--- src/rtl/icache_line_fill.sv ---
// Instruction-cache line fill engine.
// On a miss it latches the line address, bursts four 64-bit beats from memory
// into a 256-bit line buffer, writes the line and tag into the arrays, then
// pulses fill_done for one cycle.
//
// Build option ICACHE_FILL_EARLY_WRITE_EN:
//   undefined - the whole line is written in one go in the WRITE cycle.
//   defined   - each beat is written to its 8-byte slot as it arrives. The
//               WRITE cycle then only strobes the tag.
// The ports, the state sequence and the latency are the same in both builds.
module icache_line_fill (
  input  logic         clk,
  input  logic         rst_n,
  input  logic         miss_req,
  input  logic [31:0]  miss_addr,
  output logic         fill_busy,
  output logic         fill_done,
  output logic         pmem_read,
  output logic [31:0]  pmem_address,
  input  logic         pmem_resp,
  input  logic [63:0]  pmem_rdata,
  output logic [31:0]  dataw_en,
  output logic [5:0]   dataw_index,
  output logic [255:0] dataw_line,
  output logic         tag_we,
  output logic [20:0]  tag_out
);

  typedef enum logic [1:0] {
    StIdle,
    StFetch,
    StWrite,
    StDone
  } state_e;

  state_e       state_q, state_d;
  // Holds miss_addr[31:5]. Bits [5:0] of this register are the set index.
  // Bits [26:6] of this register are the tag.
  logic [26:0]  line_addr_q, line_addr_d;
  logic [1:0]   beat_q, beat_d;
  logic [255:0] line_q, line_d;

  // Next-state logic: latch the miss, collect the beats, then write and finish.
  always_comb begin
    state_d     = state_q;
    line_addr_d = line_addr_q;
    beat_d      = beat_q;
    line_d      = line_q;
    unique case (state_q)
      StIdle: begin
        if (miss_req) begin
          line_addr_d = miss_addr[31:5];
          state_d     = StFetch;
        end
      end
      StFetch: begin
        // Memory may stall for any number of cycles. Nothing moves until a beat arrives.
        if (pmem_resp) begin
          line_d[{beat_q, 6'b0} +: 64] = pmem_rdata;
          beat_d                       = beat_q + 2'd1;
          if (beat_q == 2'd3) begin
            state_d = StWrite;
          end
        end
      end
      StWrite: state_d = StDone;
      StDone:  state_d = StIdle;
      default: state_d = StIdle;
    endcase
  end

  // State registers with synchronous active-low reset.
  always_ff @(posedge clk) begin
    if (!rst_n) begin
      state_q     <= StIdle;
      line_addr_q <= '0;
      beat_q      <= '0;
      line_q      <= '0;
    end else begin
      state_q     <= state_d;
      line_addr_q <= line_addr_d;
      beat_q      <= beat_d;
      line_q      <= line_d;
    end
  end

  // Control outputs are gated by rst_n.
  // This blocks array and tag writes in a cycle that is being reset.
  always_comb begin
    fill_busy    = rst_n && (state_q != StIdle);
    fill_done    = rst_n && (state_q == StDone);
    pmem_read    = rst_n && (state_q == StFetch);
    tag_we       = rst_n && (state_q == StWrite);
    pmem_address = rst_n ? {line_addr_q, 5'b0} : 32'h0;
    dataw_index  = line_addr_q[5:0];
    tag_out      = line_addr_q[26:6];
  end

`ifdef ICACHE_FILL_EARLY_WRITE_EN
  // Each incoming beat goes straight to its byte lanes.
  // The data is taken combinationally from pmem_rdata.
  always_comb begin
    dataw_en   = 32'h0;
    dataw_line = line_q;
    if (rst_n && (state_q == StFetch) && pmem_resp) begin
      dataw_en                         = 32'hFF << {beat_q, 3'b0};
      dataw_line[{beat_q, 6'b0} +: 64] = pmem_rdata;
    end
  end
`else
  // The assembled line is written all at once in the WRITE cycle.
  always_comb begin
    dataw_line = line_q;
    dataw_en   = (rst_n && (state_q == StWrite)) ? 32'hFFFF_FFFF : 32'h0;
  end
`endif

endmodule

--- config.mk ---
export PLATFORM = sky130hd
export DESIGN_NAME = icache_line_fill
export DESIGN_NICKNAME = d
export VERILOG_FILES = /design/src/rtl/icache_line_fill.sv
export SDC_FILE = /design/constraint.sdc
export NUM_CORES = 1
export LEC_CHECK = 0
export ABC_AREA = 1
export CAP_MARGIN = 40
export CORE_AREA = 4 4 173 175
export CTS_BUF_LIST = sky130_fd_sc_hd__clkbuf_2 sky130_fd_sc_hd__clkbuf_4 sky130_fd_sc_hd__clkbuf_8
export CTS_CLUSTER_DIAMETER = 200
export DETAILED_ROUTE_END_ITERATION = 8
export DIE_AREA = 0 0 177 179
export GPL_ROUTABILITY_DRIVEN = 0
export GPL_TIMING_DRIVEN = 1
export PLACE_DENSITY = 0.85
export SLEW_MARGIN = 20
export SYNTH_ARGS = -nofsm -noshare
export SYNTH_HDL_FRONTEND = slang
export SYNTH_SLANG_ARGS = --single-unit
--- constraint.sdc ---
create_clock -name clk -period 6.3 [get_ports clk]
set_input_delay 1.26 -clock clk [delete_from_list [all_inputs] [get_ports clk]]
set_output_delay 1.26 -clock clk [all_outputs]
set_load 0.01 [all_outputs]
After elaboration in Yosys (flattened, before gate mapping)

Index checks and enable logic that the tools add are counted.

Register bits after elaboration: 287
Input bits: 100
Logic and storage cells: 31

Add/sub/neg operators: 2
Equal/unequal tests: 7
Shifts and indexed selects: 2
Mux-type cells: 7
Reductions and logical operators: 9

Operators by type and width:

| kind                                                                       | count |
|---|---|
| 256-bit bitwise mux                                                        | 1 |
| 64-bit by 10-bit variable shift with 256-bit output (first input constant) | 1 |
| 64-bit by 10-bit indexed part select with 256-bit output                   | 1 |
| 32-bit two-way mux                                                         | 2 |
| 8-bit negator with 10-bit output                                           | 1 |
| 2-bit one-hot mux with 4 select lines                                      | 1 |
| 2-bit == test (second input constant)                                      | 3 |
| 2-bit two-way mux                                                          | 3 |
| 2-bit != test (second input constant)                                      | 3 |
| 1-bit logical AND                                                          | 4 |
| 2-bit AND reduction                                                        | 2 |
| 3-bit AND reduction                                                        | 1 |
| 2-bit by 1-bit adder with 2-bit output (second input constant)             | 1 |
| 2-bit by 1-bit == test with 1-bit output (second input constant)           | 1 |
| 2-bit zero test                                                            | 1 |
| 2-bit nonzero test                                                         | 1 |

Longest topological paths before layout

Gate-level depths: netlist (run 1).

Word-level depth: 4
Gate-level depth with buffers: 11

Least setup slack after synthesis (run 1)

Ideal clock, no wire load.

Kind: input to output
Start: in rst_n
End: out dataw_en[0]
Data arrival time: 2.630 ns
Data required time: 5.040 ns
Setup slack: 2.410 ns
Stages: 5
Path buffers: 3
Cell sequence: clkbuf_1 clkbuf_1 nand2_1 inv_1 buf_4

Longest elaborated chain between the ends: 2

RTL lines:

| item               | RTL line | source |
|---|---|---|
| from (decl)        | 13       | `input logic rst_n,` |
| 1-bit logical AND  | n/a      |  |
| net tag_we         | 25       | `output logic tag_we,` |
| 32-bit two-way mux | 114      | `dataw_en = (rst_n && (state_q == StWrite)) ? 32'hFFFF_FFFF : 32'h0;` |
| to (decl)          | 22       | `output logic [31:0] dataw_en,` |

The timed path passes the listed nets, and every way through them passes these cells.

Worst setup path in the final report (run 1)

Start: in rst_n
End: out fill_busy

Longest elaborated chain between the ends: 1

RTL lines:

| item              | RTL line | source |
|---|---|---|
| 1-bit logical AND | 90       | `fill_busy = rst_n && (state_q != StIdle);` |
| to (decl)         | 16       | `output logic fill_busy,` |

No other way between the ends.

==> run_results.csv, run 1 <==
group,metric,value,unit
outcome,outcome,"finished, final reports clean",
clock_network,path_clk_slew,0.06,ns
sta,finalSetupViolations,0,
floorplanning,ios,451,
sta,fmax,234.8,MHz
synthesis,synthDistinctLibCells,20,
synthesis,synth_area,0.01153,mm2
power_and_ir_drop,p_int,3.487,mW
min_path,hp-class,"register to register",
critical_path,slowest_delay,0.59,ns
global_route,antenna_found_initial,0,
critical_path,cp_num_buf_inv,4,
drt,wire_per_inst,18.54,um
critical_path,critical-path-top-delay-family,"buffers and inverters",
critical_path,start_kind,"input port",
power_and_ir_drop,leakage,6.381,nW
clock_network,cts_hold_buf,0,
clock_network,clockRootBuffer,"clkbuf_8",
synthesis,synth_warnings,0,
sta,post-route-period-util,67.61,%
synthesis,synth_ff_type,"dfxtp_1",
power_and_ir_drop,switching_share,34.32,%
floorplanning,die_area,0.03168,mm2
critical_path,cp_slowest_cell,"clkdlybuf4s50_1",
place,dp_hpwl,28.74,mm
clock_network,htreeDepth,2,
floorplanning,die_h,179,um
drt,drt_iter0_drc,961,
floorplanning,coreArea,0.02847,mm2
sta,drv_slew,0,
power_and_ir_drop,p_per_area,312.7,mW/mm2
drt,via_count,12320,
final_layout,layout_commonest_cell,"nand2_1",
critical_path,crit_fanout,83,
synthesis,synth-edff-count,0,
final_layout,ff_latch_area,0.005747,mm2
floorplanning,initial_utilization,40.51,%
sta,fin_setup_tns,0,ns
drt,wl,43.34,mm
global_route,grt_pass1_vias,11960,
place,numPortBuffers,440,
final_layout,final_nets,2029,
final_layout,synthToLayoutAreaGrowth,47.22,%
critical_path,critPathKind,"input port to output port",
clock_network,postCtsResizedCells,0,
synthesis,synth_seq_cells,287,
synthesis,ys_seq_area_share,49.82,%
global_route,grt_max_degree,115,
sta,layout_min_cycle_time,4.259,ns
final_layout,layout-drive-gt1-share,6.397,%
sta,slew_headroom,42.44,%
clock_network,postCtsSetupBuffers,0,
clock_network,cts_inserted_buffers,48,
synthesis,syn-instance-count,1560,
power_and_ir_drop,fin_total_pwr,5.309,mW
power_and_ir_drop,combinationalPowerShare,29.4,%
clock_network,clockBufferDepth,3,
final_layout,nFillCells,2464,
critical_path,crit_arrival,3.00,ns
job,maxCapViolCount,0,
sta,hold_violations,0,
power_and_ir_drop,ir_drop,182.4,uV
clock_network,cts_tree,"done",
final_layout,antenna_cells,0,
drt,dr.pass1.iters,6,
critical_path,cp.required,5.04,ns
global_route,grt_pass1_wl,65.30,mm
power_and_ir_drop,clockPowerShare,32.3,%
drt,ant_nets,0,
synthesis,yosysTopAreaCellShare,49.82,%
critical_path,crit_chain,"buf_4, inv_6, buf_16, nor2_1, clkdlybuf4s50_1",
power_and_ir_drop,p_sw,1.822,mW
final_layout,multiInputGateArea,0.004656,mm2
global_route,grt_remaining_overflow,0,
final_layout,layout_common_cells,"nand2_1 (446), clkdlybuf4s50_1 (439), dfxtp_1 (286)",
sta,worst_slew_pin_slew,0.8613,ns
synthesis,yosys-top-cells-area,"dfxtp_1 (50%), nand2_1 (15%), a21oi_1 (11%), nand4_1 (3.5%), o21ai_0 (3.1%)",
floorplanning,fp-row-count,62,
drt,vias_per_cell,5.269,
global_route,grtUsageTotal,25.76,%
sta,rsz0062_at_grt,"no",
synthesis,ys_async_sr_fraction,0,%
clock_network,clk-insertion-delay-late,0.57,ns
critical_path,end_kind,"output port",
synthesis,synth_top_area_cell,"dfxtp_1",
sta,finalClockSkew,0.02685,ns
floorplanning,fp.dieW,177,um
drt,drc,0,
synthesis,syn-mean-instance-area,7.393,um2
power_and_ir_drop,seqPwrFrac,38.2,%
clock_network,cts_sinks,287,
worst reg2reg max path, delay by kind of cell (launching register included):
kind	cells	cell delay, ns
buffers and inverters	4	1.50
adders and majority gates	1	0.41
DFF	1	0.32
AOI/OAI and AO/OA	1	0.16
and+or+nand+nor	3	0.83
sequential cells by signal, summed over array words and instances (netlist names):
signal / flops
dataw_line: 256
line_addr_q: 27
beat_q: 2
state_q: 2
power by group through the flow:
stage | Combinational, mW | Sequential (mW) | Clock (mW)
final | 1.56 | 2.03 | 1.72
after global placement | 1.48 | 2.06 | 0
after detailed placement | 1.55 | 2.07 | 0
after global routing | 1.70 | 2.04 | 1.83
after CTS | 1.55 | 2.03 | 1.75
after floorplan | 0.795 | 2.11 | 0
synth_stat cells, types with 3 or more instances:
| cell | n |
|---|---|
| nand2_1 | 447 |
| dfxtp_1 | 287 |
| a21oi_1 | 259 |
| inv_1 | 95 |
| nor2_1 | 88 |
| o21ai_0 | 72 |
| nand3_1 | 67 |
| buf_2 | 66 |
| nand4_1 | 64 |
| clkbuf_1 | 51 |
| buf_4 | 38 |
| ha_1 | 11 |
| inv_2 | 4 |
| buf_1 | 3 |
| nor2_4 | 3 |
metrics by stage:
step / std cells / worst slack (ns) / hold WS, ns / util [%] / area, um2
CTS: 2335 / 1.726 / 0.4642 / 59.43 / 16920
global route: 2338 / 1.895 / 0.4819 / 59.63 / 16980
detailed placement: 2249 / 1.716 / 0.4545 / 55.89 / 15910
floorplan: 1564 / 2.410 / 0.4723 / - / 11550
finish: 2338 / 2.041 / 0.4609 / 59.63 / 16980
global placement: 2243 / 1.816 / 0.4507 / 55.41 / 15780
cell type report:
class / instances / area share [%]
Clock buffer: 78 / 5.660
Tap cell: 384 / 2.830
Inverter: 100 / 2.240
Sequential cell: 287 / 33.85
Clock inverter: 8 / 0.2727
Timing Repair Buffer: 462 / 27.72
Multi-Input combinational cell: 1019 / 27.42
layer usage:
metal	track usage, %	wire length [um]
met5	0	0
met4	13.70	2196
met3	6.643	4255
met2	44.44	21040
met1	29.34	15840
path summary, 6_finish.rpt:
kind / startpoint / endpoint / slack (ns) / cells past startpoint
worst max-delay path: rst_n / fill_busy / 2.04 / 5
worst min-delay path: dataw_line[159]$_SDFFE_PN0P_ / dataw_line[159]$_SDFFE_PN0P_ / 0.46 / 2
worst max register to register: beat_q[0]$_SDFFE_PN0P_ / dataw_line[233]$_SDFFE_PN0P_ / 3.03 / 9
worst min register to register: dataw_line[159]$_SDFFE_PN0P_ / dataw_line[159]$_SDFFE_PN0P_ / 0.46 / 2
logic make-up after synthesis:
kind of cell / after synthesis / synth area share [%]
AOI/OAI and AO/OA: 331 / 14.36
DFF: 287 / 49.82
buffers and inverters: 258 / 10.35
other: 1 / 0.03252
adders and majority gates: 11 / 1.193
and+or+nand+nor: 672 / 24.24
Note: power is estimated with default switching activity, not from simulation.
==> inputs of run 2 (changes only) <==
--- a/config.mk
+++ b/config.mk
@@ -7,14 +7,14 @@
 export LEC_CHECK = 0
 export ABC_AREA = 1
 export CAP_MARGIN = 40
-export CORE_AREA = 4 4 173 175
+export CORE_MARGIN = 4
+export CORE_UTILIZATION = 41
 export CTS_BUF_LIST = sky130_fd_sc_hd__clkbuf_2 sky130_fd_sc_hd__clkbuf_4 sky130_fd_sc_hd__clkbuf_8
 export CTS_CLUSTER_DIAMETER = 200
 export DETAILED_ROUTE_END_ITERATION = 8
-export DIE_AREA = 0 0 177 179
 export GPL_ROUTABILITY_DRIVEN = 0
 export GPL_TIMING_DRIVEN = 1
-export PLACE_DENSITY = 0.85
+export PLACE_DENSITY = 0.89
 export SLEW_MARGIN = 20
 export SYNTH_ARGS = -nofsm -noshare
 export SYNTH_HDL_FRONTEND = slang
==> constraint.sdc (replaced) <==
create_clock -name clk -period 3.8 [get_ports clk]
set_input_delay 0.76 -clock clk [delete_from_list [all_inputs] [get_ports clk]]
set_output_delay 0.76 -clock clk [all_outputs]
set_load 0.01 [all_outputs]
==> run_results.csv, run 2 (synthesis results as in run 1) <==
group,metric,value,unit
floorplanning,die_h,175.7,um
clock_network,path_clk_slew,0.06,ns
drt,vias_per_cell,5.262,
clock_network,clockRootBuffer,"clkbuf_8",
place,dp_hpwl,28.19,mm
floorplanning,coreArea,0.02778,mm2
sta,post-route-period-util,78.34,%
critical_path,cp_num_buf_inv,4,
clock_network,clk-insertion-delay-late,0.56,ns
critical_path,start_kind,"register",
sta,holdWs,0.4612,ns
global_route,grt_max_degree,215,
final_layout,layout_commonest_cell,"nand2_1",
global_route,grt_pass1_vias,12010,
power_and_ir_drop,fin_total_pwr,8.923,mW
critical_path,critical-path-top-delay-family,"buffers and inverters",
place,numPortBuffers,440,
critical_path,cp_slowest_cell,"clkdlybuf4s50_1",
sta,slew_headroom,36.64,%
critical_path,cp.required,3.04,ns
sta,layout_min_cycle_time,2.977,ns
global_route,grt_pass1_wl,66.00,mm
power_and_ir_drop,p_per_area,526.1,mW/mm2
final_layout,fin_cells,2328,
critical_path,critPathKind,"register to output port",
critical_path,slowest_delay,0.62,ns
drt,wire_per_inst,18.56,um
final_layout,finish.utilization,61.05,%
sta,drv_slew,0,
place,place_area,0.01592,mm2
place,place_ws,0.8589,ns
sta,finalClockSkew,0.02195,ns
min_path,hp-class,"register to register",
clock_network,postCtsSetupBuffers,0,
global_route,grtUsageTotal,26.48,%
global_route,antenna_found_initial,1,
clock_network,cts_sinks,287,
clock_network,clockBufferDepth,3,
drt,drt_iter0_drc,1015,
clock_network,cts_hold_buf,0,
clock_network,cts_inserted_buffers,47,
sta,fmax,335.9,MHz
sta,finalSetupViolations,0,
critical_path,crit_chain,"inv_1, ha_1, nand2_1, inv_1, buf_4, clkdlybuf4s50_1",
sta,hold_violations,0,
sta,rsz0062_at_grt,"no",
final_layout,layout-drive-gt1-share,6.157,%
final_layout,synthToLayoutAreaGrowth,47.08,%
clock_network,postCtsResizedCells,0,
critical_path,crit_fanout,33,
drt,drc,0,
critical_path,crit_path_frequent_cell,"inv_1",
place,place_inst,2246,
floorplanning,initial_utilization,41.51,%
power_and_ir_drop,ir_drop,306.9,uV
floorplanning,fp.dieW,175.7,um
critical_path,crit_arrival,2.22,ns
drt,dr.pass1.iters,6,
floorplanning,die_area,0.03087,mm2
drt,ant_nets,0,
final_layout,final_nets,2029,
floorplanning,fp-row-count,61,
critical_path,end_kind,"output port",
sta,worst_slew_pin_slew,0.9504,ns
clock_network,cts_tree,"done",
floorplanning,ios,451,
final_layout,final_area,0.01696,mm2
power_and_ir_drop,leakage,6.371,nW
job,maxCapViolCount,0,
final_layout,layout_common_cells,"nand2_1 (446), clkdlybuf4s50_1 (439), dfxtp_1 (286)",
final_layout,largest_reg_flops,256,
drt,via_count,12250,
clock_network,htreeDepth,2,
outcome,outcome,"finished, final reports clean",
sta,finalWorstSetupSlack,0.8231,ns
sta,fin_setup_tns,0,ns
global_route,grt_remaining_overflow,0,
drt,wl,43.21,mm
## run 2: tightest hold or removal path, delay by kind of cell, from the launching register on
family | cells | cell delay, ns
AO/OA/AOI/OAI | 1 | 0.05
flip-flops | 1 | 0.30
AND/OR/NAND/NOR | 1 | 0.06
## run 2: path summary, 6_finish.rpt
kind,from,to,slack (ns),depth (start not counted)
worst max-delay path,state_q[0]$_SDFFE_PN0P_,dataw_en[14],0.82,6
worst min-delay path,dataw_line[140]$_SDFFE_PN0P_,dataw_line[140]$_SDFFE_PN0P_,0.46,2
worst max register to register,beat_q[0]$_SDFFE_PN0P_,dataw_line[43]$_SDFFE_PN0P_,0.96,6
worst min register to register,dataw_line[140]$_SDFFE_PN0P_,dataw_line[140]$_SDFFE_PN0P_,0.46,2
## run 2: area by class of cell
type,instances,area (um2)
clock inverters,4,53.80
inverters,100,380.4
fillers,2290,10820
flip-flops and latches,287,5747
repair buffers,463,4692
diodes,1,2.502
clock buffers,76,964.7
well taps,378,473.0
multi-input cells,1019,4648
## run 2: per-layer routing
metal | vias to the layer above | wire length [um] | track usage, %
met5 | - | 0 | 0
met4 | 0 | 2056 | 12.87
met3 | 163 | 4515 | 7.792
met2 | 702 | 20670 | 45.25
met1 | 5644 | 15960 | 30.35
li1 | 5740 | - | -
## run 2: where the power goes
| part | internal (mW) | switching [mW] | leakage, nW |
|---|---|---|---|
| logic | 0.986 | 1.67 | 3.51 |
| clock network | 1.67 | 1.24 | 0.537 |
| registers | 3.22 | 0.145 | 2.32 |
| total | 5.88 | 3.05 | 6.37 |
==> inputs of run 3 (changes only) <==
--- a/config.mk
+++ b/config.mk
@@ -7,14 +7,14 @@
 export LEC_CHECK = 0
 export ABC_AREA = 1
 export CAP_MARGIN = 40
-export CORE_MARGIN = 4
-export CORE_UTILIZATION = 41
+export CORE_AREA = 4 4 175 177
 export CTS_BUF_LIST = sky130_fd_sc_hd__clkbuf_2 sky130_fd_sc_hd__clkbuf_4 sky130_fd_sc_hd__clkbuf_8
 export CTS_CLUSTER_DIAMETER = 200
 export DETAILED_ROUTE_END_ITERATION = 8
+export DIE_AREA = 0 0 179 181
 export GPL_ROUTABILITY_DRIVEN = 0
 export GPL_TIMING_DRIVEN = 1
-export PLACE_DENSITY = 0.89
+export PLACE_DENSITY = 0.84
 export SLEW_MARGIN = 20
 export SYNTH_ARGS = -nofsm -noshare
 export SYNTH_HDL_FRONTEND = slang
==> constraint.sdc (replaced) <==
create_clock -name clk -period 2.96 [get_ports clk]
set_input_delay 0.592 -clock clk [delete_from_list [all_inputs] [get_ports clk]]
set_output_delay 0.592 -clock clk [all_outputs]
set_load 0.01 [all_outputs]
==> run_results.csv, run 3 (synthesis results as in run 1) <==
group,metric,value,unit
drt,wire_per_inst,18.32,um
sta,post-route-period-util,92.43,%
critical_path,crit_arrival,2.14,ns
power_and_ir_drop,fin_total_pwr,11.42,mW
job,maxCapViolCount,0,
clock_network,clockBufferDepth,3,
sta,rsz0062_at_grt,"no",
floorplanning,fp.dieW,179,um
final_layout,final_area,0.01703,mm2
floorplanning,ios,451,
final_layout,finish.utilization,58.25,%
place,place_area,0.01601,mm2
floorplanning,coreArea,0.02924,mm2
clock_network,cts_sinks,287,
outcome,outcome,"finished, final reports clean",
clock_network,cts_tree,"done",
sta,drv_slew,0,
final_layout,layout_commonest_cell,"nand2_1",
critical_path,critPathKind,"register to output port",
critical_path,r2r_start,"beat_q[0]$_SDFFE_PN0P_",
floorplanning,fp-row-count,63,
sta,worst_slew_pin_slew,1.107,ns
floorplanning,initial_utilization,39.43,%
power_and_ir_drop,seqPwrFrac,37.8,%
drt,vias_per_cell,5.149,
final_layout,layout_common_cells,"nand2_1 (446), clkdlybuf4s50_1 (439), dfxtp_1 (286)",
sta,layout_min_cycle_time,2.736,ns
critical_path,end_kind,"output port",
power_and_ir_drop,p_sw,3.908,mW
critical_path,crit_fanout,33,
final_layout,largest_reg_flops,256,
floorplanning,die_area,0.03240,mm2
drt,drt_iter0_drc,934,
global_route,grt_pass1_vias,11730,
global_route,grt_pass1_wl,64.88,mm
clock_network,clockRootBuffer,"clkbuf_8",
sta,fmax,365.5,MHz
power_and_ir_drop,leakage,6.418,nW
global_route,antenna_found_initial,1,
critical_path,critical-path-top-delay-family,"buffers and inverters",
sta,slew_headroom,26.18,%
min_path,min_path_cells,3,
critical_path,crit_chain,"inv_1, ha_1, nand2_1, inv_1, buf_6, clkdlybuf4s50_1",
critical_path,cp.required,2.37,ns
global_route,grt_max_degree,215,
clock_network,cts_inserted_buffers,46,
min_path,hold_end,"dataw_line[129]$_SDFFE_PN0P_",
final_layout,layout-drive-gt1-share,6.588,%
sta,hold_violations,0,
clock_network,path_clk_slew,0.06,ns
place,numPortBuffers,440,
global_route,grtUsageTotal,25.14,%
sta,fin_setup_tns,0,ns
drt,drc,0,
place,dp_hpwl,28.34,mm
sta,finalSetupViolations,0,
clock_network,clk-insertion-delay-late,0.56,ns
final_layout,synthToLayoutAreaGrowth,47.71,%
final_layout,antenna_cells,0,
floorplanning,die_h,181,um
sta,finalClockSkew,0.02292,ns
power_and_ir_drop,combinationalPowerShare,30.3,%
drt,wl,43.02,mm
power_and_ir_drop,switching_share,34.23,%
critical_path,cp_slowest_cell,"clkdlybuf4s50_1",
sta,holdWs,0.3946,ns
drt,via_count,12090,
final_layout,final_nets,2035,
drt,dr.pass1.iters,5,
critical_path,rr_worst_depth,8,
clock_network,htreeDepth,2,
power_and_ir_drop,p_per_area,670.2,mW/mm2
drt,ant_nets,0,
critical_path,reg2reg_to,"dataw_line[110]$_SDFFE_PN0P_",
final_layout,nFillCells,2496,
min_path,min_from,"rst_n",
critical_path,cp_num_buf_inv,4,
power_and_ir_drop,clockPowerShare,31.9,%
power_and_ir_drop,p_int,7.509,mW
critical_path,r2r_slack,0.65,ns
global_route,grt_remaining_overflow,0,
power_and_ir_drop,ir_drop,400.0,uV
critical_path,crit_path_frequent_cell,"inv_1",
critical_path,start_kind,"register",
critical_path,slowest_delay,0.59,ns
min_path,hp-class,"input port to register",
## run 3: cell types whose count changed in the layout (fill, tap and decap cells not counted), moves of 2 or more
cell / delta
clkinv_2: +6
buf_4: +5
buf_12: +4
clkbuf_8: -3
buf_8: -2
## run 3: layout make-up
| class | instances | area, um2 | share of cell area, % |
|---|---|---|---|
| Inverter | 100 | 380.4 | 2.233 |
| Sequential cell | 287 | 5747 | 33.74 |
| Timing Repair Buffer | 470 | 4763 | 27.96 |
| Tap cell | 390 | 488.0 | 2.865 |
| Clock inverter | 10 | 83.83 | 0.4921 |
| Clock buffer | 72 | 915.9 | 5.377 |
| Multi-Input combinational cell | 1019 | 4656 | 27.33 |
## run 3: power by group through the flow
stage / Combinational, mW / Clock [mW] / Sequential, mW
after floorplan: 1.69 / 0 / 4.49
after global routing: 3.73 / 3.89 / 4.35
final: 3.46 / 3.64 / 4.32
after CTS: 3.45 / 3.73 / 4.32
after global placement: 3.34 / 0 / 4.38
after detailed placement: 3.42 / 0 / 4.40
## run 3: worst max-delay path by stage
stage | from | end | slack, ns | cells past startpoint
after floorplan | rst_n | dataw_en[0] | 0.41 | 5
after global placement | rst_n | dataw_en[0] | 0.51 | 5
after detailed placement | rst_n | dataw_en[19] | 0.48 | 5
after CTS | state_q[0]$_SDFFE_PN0P_ | dataw_en[19] | 0.07 | 6
after global routing | state_q[0]$_SDFFE_PN0P_ | dataw_en[19] | 0.05 | 6
final | state_q[0]$_SDFFE_PN0P_ | dataw_en[19] | 0.22 | 6
## run 3: metal layers
layer,up-vias,routed length [um],GRT usage (%)
met1,5582,16350,29.44
met4,2,1904,10.59
met3,119,4412,7.763
met5,-,11,0
met2,644,20350,42.34
li1,5744,-,-
## run 3: worst min-delay path, stage by stage
cell	delay, ns
buf_4	0.17
o21ai_0	0.09
a21oi_1	0.04
## run 3: through the flow
step,std cells,setup slack (ns)
after global placement,2264,0.5122
after CTS,2347,0.06581
after floorplan,1564,0.4064
final,2348,0.2240
after detailed placement,2265,0.4798
after global routing,2348,0.05266
## run 3: repair_timing
item,CTS,global route
resized for setup,0,1
hold buffers,0,0
buffers inserted,0,0
setup endpoints to repair,0,33
